==> src/rtl/mio_arbiter.sv <==
// mio_arbiter
//   Two-port arbiter (CPU controller, DMA requester) for the single shared
//   memory/IO bus. A granted request becomes one bus access of
//   WAIT_CYCLES+1 cycles. A one-cycle completion pulse follows on the
//   owner's side: MIO_ready for the CPU, dma_ack for the DMA.
//
// Parameters
//   WAIT_CYCLES  extra bus cycles before mem_rdata is valid (0..15)
//
// Configuration macro
//   MIO_ARB_RR_EN  defined: round-robin on simultaneous requests.
//                  undefined: fixed priority, the CPU wins ties.
//
// Ports
//   clk, reset                     clock, synchronous active-high reset
//   cpu_req/we/addr/wdata          CPU request (level, held until MIO_ready)
//   cpu_rdata, MIO_ready           CPU read data (registered), completion pulse
//   dma_req/we/addr/wdata          DMA request (level, held until dma_ack)
//   dma_rdata, dma_ack             DMA read data (registered), completion pulse
//   mem_en, mem_we                 bus access active, bus write strobe
//   mem_addr, mem_wdata            bus address / write data (held between accesses)
//   mem_rdata                      bus read data
module mio_arbiter #(
    parameter int unsigned WAIT_CYCLES = 2
) (
    input  logic        clk,
    input  logic        reset,
    input  logic        cpu_req,
    input  logic        cpu_we,
    input  logic [31:0] cpu_addr,
    input  logic [31:0] cpu_wdata,
    output logic [31:0] cpu_rdata,
    output logic        MIO_ready,
    input  logic        dma_req,
    input  logic        dma_we,
    input  logic [31:0] dma_addr,
    input  logic [31:0] dma_wdata,
    output logic [31:0] dma_rdata,
    output logic        dma_ack,
    output logic        mem_en,
    output logic        mem_we,
    output logic [31:0] mem_addr,
    output logic [31:0] mem_wdata,
    input  logic [31:0] mem_rdata
);

    typedef enum logic [1:0] {S_IDLE, S_ACCESS, S_DONE} state_t;
    typedef enum logic {OWN_CPU = 1'b0, OWN_DMA = 1'b1} owner_t;

    localparam logic [3:0] WAIT_LOAD = 4'(WAIT_CYCLES);

    state_t     state, state_nxt;
    owner_t     owner, last_owner, grant;
    logic [3:0] wait_cnt;
    logic       bus_we;
    logic       any_req;

    assign any_req = cpu_req | dma_req;

    // Grant decision, only consumed in IDLE.
    // NOTE: every signal assigned in always_comb gets a default first, so no
    // path leaves it unassigned and no latch is inferred.
    always_comb begin
        grant = OWN_CPU;
`ifdef MIO_ARB_RR_EN
        // On a tie, the port that did not own the previous access wins.
        if (cpu_req && dma_req)
            grant = (last_owner == OWN_CPU) ? OWN_DMA : OWN_CPU;
        else if (dma_req)
            grant = OWN_DMA;
`else
        if (!cpu_req && dma_req)
            grant = OWN_DMA;
`endif
    end

    // Next state and bus/handshake outputs, decoded from the current state.
    always_comb begin
        state_nxt = state;
        mem_en    = 1'b0;
        mem_we    = 1'b0;
        MIO_ready = 1'b0;
        dma_ack   = 1'b0;
        case (state)
            S_IDLE: begin
                if (any_req)
                    state_nxt = S_ACCESS;
            end
            S_ACCESS: begin
                mem_en = 1'b1;
                mem_we = bus_we;
                if (wait_cnt == 4'd0)
                    state_nxt = S_DONE;
            end
            S_DONE: begin
                MIO_ready = (owner == OWN_CPU);
                dma_ack   = (owner == OWN_DMA);
                state_nxt = S_IDLE;
            end
            default: state_nxt = S_IDLE;
        endcase
    end

    // NOTE: sequential state uses non-blocking assignments so every register
    // samples the pre-edge values, independent of statement order.
    always_ff @(posedge clk) begin
        if (reset) begin
            state      <= S_IDLE;
            owner      <= OWN_CPU;
            last_owner <= OWN_DMA;
            wait_cnt   <= 4'd0;
            bus_we     <= 1'b0;
            mem_addr   <= 32'd0;
            mem_wdata  <= 32'd0;
            cpu_rdata  <= 32'd0;
            dma_rdata  <= 32'd0;
        end else begin
            state <= state_nxt;
            case (state)
                S_IDLE: begin
                    if (any_req) begin
                        owner    <= grant;
                        wait_cnt <= WAIT_LOAD;
                        if (grant == OWN_DMA) begin
                            bus_we    <= dma_we;
                            mem_addr  <= dma_addr;
                            mem_wdata <= dma_wdata;
                        end else begin
                            bus_we    <= cpu_we;
                            mem_addr  <= cpu_addr;
                            mem_wdata <= cpu_wdata;
                        end
                    end
                end
                S_ACCESS: begin
                    if (wait_cnt != 4'd0) begin
                        wait_cnt <= wait_cnt - 4'd1;
                    end else begin
                        // Final access cycle: read data is valid now.
                        if (!bus_we) begin
                            if (owner == OWN_CPU)
                                cpu_rdata <= mem_rdata;
                            else
                                dma_rdata <= mem_rdata;
                        end
                        last_owner <= owner;
                    end
                end
                default: ;
            endcase
        end
    end

endmodule

==> config.mk <==
export PLATFORM = sky130hd
export DESIGN_NAME = mio_arbiter
export DESIGN_NICKNAME = d
export VERILOG_FILES = /design/src/rtl/mio_arbiter.sv
export SDC_FILE = /design/constraint.sdc
export NUM_CORES = 1
export LEC_CHECK = 0
export BUFFER_PORTS_ARGS = -buffer_cell sky130_fd_sc_hd__buf_4
export CAP_MARGIN = 15
export CORE_ASPECT_RATIO = 2
export CORE_MARGIN = 1.5
export CORE_UTILIZATION = 30
export CTS_BUF_LIST = sky130_fd_sc_hd__clkbuf_8
export DETAILED_ROUTE_END_ITERATION = 16
export RECOVER_POWER = 50
export SLEW_MARGIN = 10
export SYNTH_ARGS = -nofsm -noshare
export SYNTH_HDL_FRONTEND = slang
export SYNTH_SLANG_ARGS = --single-unit
==> constraint.sdc <==
create_clock -name clk -period 3.8 [get_ports clk]
set_clock_uncertainty 0.1 [all_clocks]
set_input_delay 0.57 -clock clk [delete_from_list [all_inputs] [get_ports clk]]
set_output_delay 0.57 -clock clk [all_outputs]
set_load 0.005 [all_outputs]
==> metrics.cfg <==
[synth]
yosysSeqAreaShare = 0.480
async_flop_share = 0
synth-main-ff-cell = dfxtp_1
syn_nets = 676
synth_top_family_by_area = multiplexers
syn_area_mm2 = 0.00567
synth_area_leader_cell = dfxtp_1
synthCells = 508
avgSynthCellArea_um2 = 11.2
ys_ff_latch = 136
synthSimpleGateAreaFrac = 0.134
synthXorXnorAreaFrac = 0
yosysMostFrequentCell = dfxtp_1
yosysTopAreaCellShare = 0.480
ys_types = 35
muxShareOfSynthArea = 0.228
ys_warn_count = 0
synth.area.top_cells = dfxtp_1 48%, mux2i_1 23%, nand2b_1 11%
ys_top_cells_by_count = 136 x dfxtp_1, 129 x mux2i_1, 96 x nand2b_1, 65 x o2bb2ai_1, 24 x clkbuf_1
synth_edf_count = 0
synth_fa_ha_area_frac = 0.00441
synth_compound_gate_area_share = 0.114

[clock_network]
holdBufCountCts = 0
cts_buffers = 17
cts_tree = yes
cts_buffer_depth = 2
clockRootBuffer = clkbuf_8
post_cts_buffers = 0
insertion_delay_ps = 430
ctsHtreeMaxLevel = 4
path_clk_slew_ps = 80
cts_sinks = 136
post_cts_resized = 0

[sta]
worst_pin_slew_ps = 856
min_period_ps = 2460
final.setup.tns_ps = 0
slew_headroom = 0.429
finalHoldViolCount = 0
timing.fmax_mhz = 407
post-route-period-util = 0.647
setup_viol = 0
grt_setup_unrepaired = false
final_max_slew_viol_count = 0

[grt]
grt_pass1_vias = 5019
antenna_found_initial = 0
grt_max_degree = 105
grt.met1_usage = 0.167
grt_pass1_wl_um = 25000
grt_use_met3 = 0.0499
track_usage = 0.164
top_usage_layer = met2
grt_overflow = 0
met2_usage = 0.314

[power_and_ir_drop]
vdd_drop_max_mv = 0.166
p_sw_frac = 0.273
power_density_mw_per_mm2 = 415
finalPower_mw = 3.44
p_comb_frac = 0.192
p_int_mw = 2.50
pwr-share-seq = 0.472
leakagePower_nw = 3.61
clockPowerShare = 0.336
p_switching_mw = 0.939

[detailed_routing]
via_per_inst = 4.76
firstDrtPassIters = 4
wire_per_inst_um = 16.3
drc = 0
routed-via-count = 4865
drt-initial-drc-count = 86
ant_nets = 0
totalWireLength_um = 16700

[setup_path]
crit_path_max_fanout = 14
cp-end-kind = register
cp.arrival_ps = 2640
crit_end = dma_rdata[27]
rr_worst_depth = 5
cp-start-kind = register
worstReg2RegEnd = dma_rdata[27]
r2r_setup_slack_ps = 1340
cp.required_ps = 3980
timing.rr.start = wait_cnt[0]
worstSetupPathType = register to register
startpoint = wait_cnt[0]

[job]
cap_violations = 0

[floorplanning]
dieWidth_um = 100
coreArea_mm2 = 0.0187
die_area_mm2 = 0.0198
die_h_um = 197
ios = 298
start_util = 0.304
core.rowCount = 71

[cells_and_area]
areaGrowthSynthToFinish_pct = 46.1
drive_gt1_frac = 0.373
num_antenna_cells = 0
layout.nets = 959

[status]
status = finished clean

[placed_design]
io_buffers = 297
dp_hpwl_um = 12900
place_congestion = 0.751

[hold_path]
hold_class = input port to register

## worst min path at each step
stage                             start            end  slack, ps  depth (start not counted)
after detailed placement  mem_wdata[21]  mem_wdata[21]        350                          1
after floorplan             mem_addr[0]    mem_addr[0]        360                          1
after global routing            cpu_req          owner        210                          2
after CTS                       cpu_req          owner        200                          2
final                           cpu_req          owner        250                          2
after global placement     mem_addr[15]   mem_addr[15]        350                          1
## layer usage
layer	up-vias	part of all wire
met5	-	0
met3	19	0.072
met4	0	0.013
met1	2241	0.38
met2	228	0.53
li1	2377	-
## flip-flops by register name, indices dropped and copies added (netlist names)
register,cells
dma_rdata,32
state,2
owner,1
bus_we,1
wait_cnt,4
cpu_rdata,32
mem_addr,32
mem_wdata,32
## stage by stage
stage               worst slack [ps]  instance area [um2]   util  hold slack (ps)  instances
floorplan                       1760                 5670      -              356        508
global placement                1350                 8050  0.431              346        990
detailed placement              1330                 8060  0.432              348        991
CTS                             1330                 8440  0.452              197       1023
global route                    1230                 8280  0.444              211       1023
finish                          1340                 8280  0.444              251       1023
## cells by family after synthesis
family	Yosys count
multiplexers	129
AO/OA/AOI/OAI	77
AND/OR/NAND/NOR	118
buffers and inverters	46
flip-flops	136
adder cells (fa/ha/maj)	2
## cell type report
| class | instances | area, um2 |
|---|---|---|
| clock buffers | 18 | 248 |
| clock inverters | 14 | 135 |
| fillers | 1820 | 10400 |
| inverters | 5 | 18.8 |
| multi-input cells | 326 | 2750 |
| flip-flops and latches | 136 | 2720 |
| well taps | 219 | 274 |
| repair buffers | 305 | 2140 |
## critical path, stage by stage (launching register included)
cell     delay, ps
dfxtp_1        330
inv_1          100
ha_1           160
or3b_1         510
or4_1          870
mux2i_1        230
## placed cells by master (no fill, tap or decap), drive strengths merged
cell	netlist	final
buf	17	179
clkbuf	24	144
dfxtp	136	136
mux2i	129	129
nand2b	96	96
o2bb2ai	65	65
inv	5	7
clkinv	0	6
a21oi	5	5
clkinvlp	0	4
or4	4	4
nor3b	3	3
nand2	2	2
o21ai	2	2
nor3	2	2
ha	2	2
bufinv	0	2
nor4	2	2
or2b	1	1
and2	1	1
or3b	1	1
nor2	1	1
or2	1	1
nand3b	1	1
nor2b	1	1
a21o	1	1
and3	1	1
a311oi	1	1
a221oi	1	1
o21ba	1	1
a211oi	1	1
or3	1	1
## power groups by stage
stage	logic, mW	registers (mW)	clock network, mW
2_1_floorplan	0.312	1.65	0
3_3_place_gp	0.684	1.66	0
3_5_place_dp	0.709	1.65	0
4_1_cts	0.709	1.63	1.21
5_1_grt	0.717	1.64	1.26
6_report	0.661	1.62	1.15
Power figures use the tool's default switching activity.
